## src/rtl/qf_rhw_wr_arb.sv

```systemverilog
// -----------------------------------------------------------------------------
// qf_rhw_wr_arb
//
// Round-robin arbiter and write sequencer for the hardware-write side of a
// bank of qf_rhw status registers. Each FCB agent raises a level request with
// a register address and a data word. The arbiter grants one agent at a time
// and then spends exactly one cycle issuing the write:
//   - a one-hot strobe on hw_wr_en_o that selects the target register
//   - the data on hw_wrdata_o, which fans out to every register
// The write completes with a one-cycle ack to the granted agent. An address
// beyond the populated bank is not written. It is reported on addr_err_o and
// is still acked, so the agent never stalls.
// A saturating debug counter records grant cycles that had competition.
//
// Ports
//   sys_clk      in   clock
//   sys_rst_n    in   asynchronous active-low reset
//   arb_en       in   1 = new grants allowed; a write already issued completes
//   req_i        in   [PAR_NUM_REQ]  per-requester write request (level)
//   req_addr_i   in   [PAR_NUM_REQ*PAR_ADDR_WIDTH]  requester k at [k*A +: A]
//   req_data_i   in   [PAR_NUM_REQ*PAR_BIT_WIDTH]   requester k at [k*W +: W]
//   ack_o        out  [PAR_NUM_REQ]  one-cycle completion pulse
//   addr_err_o   out  one-cycle pulse, granted address >= PAR_NUM_REGS
//   hw_wr_en_o   out  [PAR_NUM_REGS] one-hot write strobe to the register bank
//   hw_wrdata_o  out  [PAR_BIT_WIDTH] write data; valid only under a strobe
//   busy_o       out  1 while a write cycle is in progress
//   coll_cnt_o   out  [PAR_CNT_WIDTH] saturating contention counter
//   cnt_clr_i    in   synchronous clear of coll_cnt_o (wins over increment)
//
// Timing: a request sampled at edge t produces strobe/ack/busy during the
// cycle after edge t. These signals drop again at edge t+1. Every output is
// driven directly by a flop.
// -----------------------------------------------------------------------------
module qf_rhw_wr_arb #(
   parameter int PAR_NUM_REQ    = 4,
   parameter int PAR_NUM_REGS   = 6,
   parameter int PAR_ADDR_WIDTH = 3,
   parameter int PAR_BIT_WIDTH  = 10,
   parameter int PAR_CNT_WIDTH  = 8
) (
   input  logic                                   sys_clk,
   input  logic                                   sys_rst_n,
   input  logic                                   arb_en,
   input  logic [PAR_NUM_REQ-1:0]                 req_i,
   input  logic [PAR_NUM_REQ*PAR_ADDR_WIDTH-1:0]  req_addr_i,
   input  logic [PAR_NUM_REQ*PAR_BIT_WIDTH-1:0]   req_data_i,
   output logic [PAR_NUM_REQ-1:0]                 ack_o,
   output logic                                   addr_err_o,
   output logic [PAR_NUM_REGS-1:0]                hw_wr_en_o,
   output logic [PAR_BIT_WIDTH-1:0]               hw_wrdata_o,
   output logic                                   busy_o,
   output logic [PAR_CNT_WIDTH-1:0]               coll_cnt_o,
   input  logic                                   cnt_clr_i
);

   // Width of a requester index / round-robin pointer.
   localparam int PTR_W = (PAR_NUM_REQ > 1) ? $clog2(PAR_NUM_REQ) : 1;

   // One extra bit, so that a bank of exactly 2**PAR_ADDR_WIDTH registers
   // makes every address valid.
   localparam logic [PAR_ADDR_WIDTH:0] REG_LIMIT = PAR_NUM_REGS[PAR_ADDR_WIDTH:0];

   typedef enum logic {
      ST_IDLE  = 1'b0,
      ST_WRITE = 1'b1
   } state_t;

   state_t                     state_q;
   state_t                     state_d;

   // Round-robin pointer: the requester with highest priority at the next grant.
   logic [PTR_W-1:0]           ptr_q;

   // Requester that owns the write in progress. The pointer advances past
   // this requester when the write cycle ends.
   logic [PTR_W-1:0]           gnt_q;

   // Arbitration result for the current cycle.
   logic                       gnt_vld;
   logic [PTR_W-1:0]           gnt_idx;
   logic [PAR_ADDR_WIDTH-1:0]  sel_addr;
   logic [PAR_BIT_WIDTH-1:0]   sel_data;
   logic                       grant_fire;
   logic                       addr_ok;
   logic                       multi_req;

   // Next values of the registered outputs.
   logic [PAR_NUM_REQ-1:0]     ack_d;
   logic                       err_d;
   logic [PAR_NUM_REGS-1:0]    wr_en_d;
   logic [PAR_BIT_WIDTH-1:0]   wrdata_d;
   logic                       busy_d;
   logic [PAR_CNT_WIDTH-1:0]   cnt_d;

   // ------------------------------------------------------------------------
   // Cyclic index helper: (base + off) mod PAR_NUM_REQ. The caller keeps
   // base < PAR_NUM_REQ and off < PAR_NUM_REQ, so one conditional subtract
   // replaces a general modulo.
   // ------------------------------------------------------------------------
   function automatic logic [PTR_W-1:0] wrap_idx(input logic [PTR_W-1:0] base,
                                                 input int               off);
      int sum;
      sum = int'(base) + off;
      if (sum >= PAR_NUM_REQ) begin
         sum = sum - PAR_NUM_REQ;
      end
      return PTR_W'(sum);
   endfunction

   // ------------------------------------------------------------------------
   // Round-robin search: scan from the pointer and take the first requester
   // that is set.
   // ------------------------------------------------------------------------
   always_comb begin
      // NOTE: every variable gets a default before any conditional assignment;
      // a path that leaves one unassigned would infer a latch.
      gnt_vld = 1'b0;
      gnt_idx = '0;
      for (int i = 0; i < PAR_NUM_REQ; i++) begin
         if (!gnt_vld && req_i[wrap_idx(ptr_q, i)]) begin
            gnt_vld = 1'b1;
            gnt_idx = wrap_idx(ptr_q, i);
         end
      end
   end

   // Route the winning requester's address and data.
   always_comb begin
      sel_addr = '0;
      sel_data = '0;
      for (int k = 0; k < PAR_NUM_REQ; k++) begin
         if (gnt_idx == PTR_W'(k)) begin
            sel_addr = req_addr_i[k*PAR_ADDR_WIDTH +: PAR_ADDR_WIDTH];
            sel_data = req_data_i[k*PAR_BIT_WIDTH +: PAR_BIT_WIDTH];
         end
      end
   end

   // A grant is made only from IDLE. Requests seen during WRITE wait for the
   // next IDLE cycle, so the fastest rate is one write every two cycles.
   assign grant_fire = (state_q == ST_IDLE) && arb_en && gnt_vld;
   assign addr_ok    = {1'b0, sel_addr} < REG_LIMIT;
   assign multi_req  = $countones(req_i) > 1;

   // ------------------------------------------------------------------------
   // FSM: state register
   // ------------------------------------------------------------------------
   always_ff @(posedge sys_clk or negedge sys_rst_n) begin
      if (!sys_rst_n) begin
         // NOTE: sequential state uses non-blocking assignments only, so every
         // flop samples values from before the edge, whatever the block order.
         state_q <= ST_IDLE;
      end else begin
         state_q <= state_d;
      end
   end

   // ------------------------------------------------------------------------
   // FSM: next-state logic. WRITE lasts exactly one cycle and always returns
   // to IDLE. arb_en blocks only the IDLE -> WRITE transition.
   // ------------------------------------------------------------------------
   always_comb begin
      state_d = state_q;
      unique case (state_q)
         ST_IDLE: begin
            if (grant_fire) begin
               state_d = ST_WRITE;
            end
         end
         ST_WRITE: begin
            state_d = ST_IDLE;
         end
         default: begin
            state_d = ST_IDLE;
         end
      endcase
   end

   // ------------------------------------------------------------------------
   // FSM: output logic. This block computes the values the output flops load
   // on the grant edge, so strobe, ack and busy are high for the whole WRITE
   // cycle. hw_wrdata_o keeps its old value unless a strobe accompanies it.
   // ------------------------------------------------------------------------
   always_comb begin
      ack_d    = '0;
      err_d    = 1'b0;
      wr_en_d  = '0;
      wrdata_d = hw_wrdata_o;
      busy_d   = 1'b0;
      unique case (state_q)
         ST_IDLE: begin
            if (grant_fire) begin
               busy_d = 1'b1;
               for (int k = 0; k < PAR_NUM_REQ; k++) begin
                  ack_d[k] = (gnt_idx == PTR_W'(k));
               end
               if (addr_ok) begin
                  for (int r = 0; r < PAR_NUM_REGS; r++) begin
                     wr_en_d[r] = (sel_addr == PAR_ADDR_WIDTH'(r));
                  end
                  wrdata_d = sel_data;
               end else begin
                  err_d = 1'b1;
               end
            end
         end
         ST_WRITE: begin
            // Every pulse drops here; a new grant is evaluated from IDLE.
         end
         default: begin
         end
      endcase
   end

   // ------------------------------------------------------------------------
   // Output flops. An asynchronous reset clears them at once, so a write in
   // flight is abandoned with no strobe and no ack.
   // ------------------------------------------------------------------------
   always_ff @(posedge sys_clk or negedge sys_rst_n) begin
      if (!sys_rst_n) begin
         ack_o       <= '0;
         addr_err_o  <= 1'b0;
         hw_wr_en_o  <= '0;
         hw_wrdata_o <= '0;
         busy_o      <= 1'b0;
      end else begin
         ack_o       <= ack_d;
         addr_err_o  <= err_d;
         hw_wr_en_o  <= wr_en_d;
         hw_wrdata_o <= wrdata_d;
         busy_o      <= busy_d;
      end
   end

   // ------------------------------------------------------------------------
   // Grant ownership and round-robin pointer. The pointer moves past the
   // granted requester when WRITE ends. Until then the pointer used by the
   // arbiter is unchanged, but no grant can happen in WRITE anyway.
   // ------------------------------------------------------------------------
   always_ff @(posedge sys_clk or negedge sys_rst_n) begin
      if (!sys_rst_n) begin
         gnt_q <= '0;
         ptr_q <= '0;
      end else begin
         if (grant_fire) begin
            gnt_q <= gnt_idx;
         end
         if (state_q == ST_WRITE) begin
            ptr_q <= wrap_idx(gnt_q, 1);
         end
      end
   end

   // ------------------------------------------------------------------------
   // Contention counter: counts grant cycles with two or more requests
   // present. It saturates at all-ones, and a clear wins over an increment in
   // the same cycle.
   // ------------------------------------------------------------------------
   always_comb begin
      cnt_d = coll_cnt_o;
      if (cnt_clr_i) begin
         cnt_d = '0;
      end else if (grant_fire && multi_req && (coll_cnt_o != '1)) begin
         cnt_d = coll_cnt_o + PAR_CNT_WIDTH'(1);
      end
   end

   always_ff @(posedge sys_clk or negedge sys_rst_n) begin
      if (!sys_rst_n) begin
         coll_cnt_o <= '0;
      end else begin
         coll_cnt_o <= cnt_d;
      end
   end

endmodule
```

## config.mk

```make
export PLATFORM = sky130hd
export DESIGN_NAME = qf_rhw_wr_arb
export DESIGN_NICKNAME = d
export VERILOG_FILES = /design/src/rtl/qf_rhw_wr_arb.sv
export SDC_FILE = /design/constraint.sdc
export NUM_CORES = 1
export LEC_CHECK = 0
export ABC_AREA = 0
export CAP_MARGIN = 10
export CORE_ASPECT_RATIO = 1.4
export CORE_MARGIN = 2
export CORE_UTILIZATION = 40
export DETAILED_ROUTE_END_ITERATION = 6
export PLACE_DENSITY = 0.79
export REMOVE_ABC_BUFFERS = 1
export SETUP_SLACK_MARGIN = 0.02
export SYNTH_ARGS = -nofsm -noshare
export SYNTH_HDL_FRONTEND = slang
export SYNTH_SLANG_ARGS = --single-unit
```

## constraint.sdc

```tcl
create_clock -name sys_clk -period 5 [get_ports sys_clk]
set_input_delay 0.75 -clock sys_clk [delete_from_list [all_inputs] [get_ports sys_clk]]
set_output_delay 0.75 -clock sys_clk [all_outputs]
set_load 0.005 [all_outputs]
```

==> flow_summary.json <==
{
  "synth-xor-area-share_pct": 3.68,
  "drv_slew": 0,
  "clockRootBuffer": "clkbuf_8",
  "dp_cells": 318,
  "synthCells": 173,
  "slew-limit-headroom_pct": 56.9,
  "cp_max_fo": 13,
  "cp-start-kind": "input port",
  "antennaDiodeCount": 0,
  "setup_viol": 0,
  "grt_start_max_net_pins": 35,
  "clkTransAtPathRegs_ns": 0.07,
  "cts_tree": "yes",
  "grt_busiest_layer": "met2",
  "place_congestion": 0.765,
  "cts.sinks": 34,
  "final_cell_mix": "clkdlybuf4s50_1, dfrtp_1, mux2i_1",
  "grtUsageMet2_pct": 33.6,
  "ys_seq_area_share_pct": 44.7,
  "holdBufCountCts": 0,
  "cts-buffers-inserted": 5,
  "worstSetupPathType": "in2reg",
  "skew_ns": 0.00657,
  "ant_nets": 0,
  "synthAdderAreaFrac_pct": 1.71,
  "max_freq_mhz": 316,
  "drv_cap": 0,
  "fillers": 381,
  "period_share_pct": 63.2,
  "grt_usage_pct": 18.1,
  "cts_resized": 0,
  "grt_util_met3_pct": 4.33,
  "port_buffers": 89,
  "setup_ws_ns": 1.84,
  "grt_pass1_wl_mm": 7.59,
  "drc_errors": 0,
  "dp_hpwl_mm": 3.51,
  "postRouteWirelength_mm": 4.55,
  "cp_data_arrival_time_ns": 3.33,
  "cellPowerDensity_nw_per_um2": 388,
  "peakVddDrop_mv": 0.198,
  "synth_cell_types": 36,
  "grt_pass1_vias": 1644,
  "wl_per_cell_um": 14.0,
  "final_common_cell": "clkdlybuf4s50_1",
  "area_delta_synth_final_pct": 57.5,
  "ios": 90,
  "die_h_um": 85.6,
  "drive_gt1_share_pct": 11.0,
  "worstPathRequired_ns": 5.16,
  "die_w_um": 62.3,
  "synth_top_family_by_area": "multiplexers",
  "hold_violations": 0,
  "fin_tns_setup_ns": 0,
  "synth_compound_area_share_pct": 10.6,
  "ys_ff_latch": 34,
  "crit_path_end_kind": "flip-flop",
  "p_leak_nw": 1.29,
  "synth.avg_cell_area_um2": 11.0,
  "timing.final.crit_period_ns": 3.16,
  "rsz0062_at_grt": "no",
  "clk_latency_ns": 0.28,
  "post-place-ws_ns": 1.55,
  "cts_setup_buffers": 0,
  "clockBufferDepth": 2,
  "drt-pass1-iter-count": 4,
  "fp.dieArea_um2": 5330,
  "h-tree-depth": 2,
  "antenna_found_initial": 0,
  "min_path_type": "reg2reg",
  "drt-initial-drc-count": 50,
  "met1_usage_pct": 20.0,
  "rows": 29,
  "coreArea_um2": 4570,
  "yosys_warnings": 0,
  "syn_area_um2": 1900,
  "synthMuxAreaShare_pct": 19.5,
  "power_mw": 1.16,
  "yosys.area_share.simple_pct": 16.5,
  "holdWs_ns": 0.499,
  "avgViaCountPerCell": 4.97,
  "final_cells": 326,
  "outcome": "finished clean",
  "vias": 1620,
  "worst_pin_slew_ns": 0.646,
  "overflow": 0,
  "nNetsFinal": 325,
  "start_util_pct": 41.6
}
## layout make-up
cell class              count  area, um2  area share [%]
clock buffers               6       82.6            2.76
clock inverters             2       60.1            2.00
inverters                   3       11.3           0.376
multi-input cells         127       1000            33.4
flip-flops and latches     34        851            28.4
well taps                  62       77.6            2.59
repair buffers             92        913            30.5
## power by group
group	switching, mW	total (mW)	internal, mW
sequential	0.0435	0.381	0.338
combinational	0.183	0.474	0.291
clock	0.0962	0.309	0.213
total	0.322	1.16	0.841
## cells by family after synthesis
kind of cell               after synthesis
AOI/OAI and AO/OA                       29
xor gates and xnor gates                 8
adders and majority gates                2
buffers and inverters                   12
DFF                                     34
muxes                                   31
and+or+nand+nor                         57
## Yosys cell counts, drive strengths merged
cell type | instances | area [um2]
nor2 | 15 | 56.3
nand3b | 2 | 15.0
mux2i | 18 | 180
nor3b | 4 | 30.0
mux2 | 13 | 191
and2 | 1 | 6.26
xor2 | 5 | 43.8
or3 | 1 | 6.26
nand3 | 2 | 10.0
and4 | 2 | 17.5
o21a | 1 | 7.51
buf | 5 | 36.3
ha | 1 | 12.5
a21oi | 16 | 83.8
inv | 3 | 11.3
and3b | 2 | 17.5
dfrtp | 34 | 851
a2bb2oi | 1 | 15.0
nand2 | 11 | 41.3
a211oi | 11 | 95.1
and3 | 1 | 6.26
and2b | 1 | 7.51
fa | 1 | 20.0
nor2b | 10 | 62.6
xnor2 | 3 | 26.3
nand2b | 1 | 13.8
nand4 | 1 | 6.26
or4 | 1 | 7.51
nor3 | 2 | 10.0
clkbuf | 4 | 15.0
## final timing paths
check | from | to | slack, ns | depth (start not counted)
setup / recovery | req_i[1] | hw_wrdata_o[3] | 1.84 | 7
hold / removal | gnt_q[0] | ptr_q[0] | 0.50 | 1
setup reg to reg | ptr_q[1] | hw_wrdata_o[3] | 2.41 | 7
hold reg to reg | gnt_q[0] | ptr_q[0] | 0.50 | 1
max in group asynchronous | sys_rst_n | hw_wrdata_o[9] | 3.82 | 2
min in group asynchronous | sys_rst_n | coll_cnt_o[0] | 0.87 | 2
## per-stage QoR
stage                     cell area (um2)  util, %
after floorplan                      1850        -
after global placement               2850     62.4
after detailed placement             2850     62.4
after CTS                            3000     65.5
after global routing                 3000     65.5
final                                3000     65.5
## per-layer routing
layer	vias up	share of wire, %
li1	787	-
met1	770	41
met2	61	53
met3	2	5.9
met4	0	0.79
met5	-	0
## sequential cells by signal, indices dropped and copies added, names as in the netlist
register and cells:
busy_o 1, gnt_q 2, hw_wr_en_o 6, addr_err_o 1, ptr_q 2, coll_cnt_o 8
ack_o 4, hw_wrdata_o 10
## worst max-delay path: stages
cell             delay, ns
clkdlybuf4s50_1       0.53
nand3b_1              0.27
a2bb2oi_4             0.42
mux2i_1               0.24
mux2_4                0.20
o21a_1                0.55
mux2_4                0.35
(Power assumes the default switching activity.)
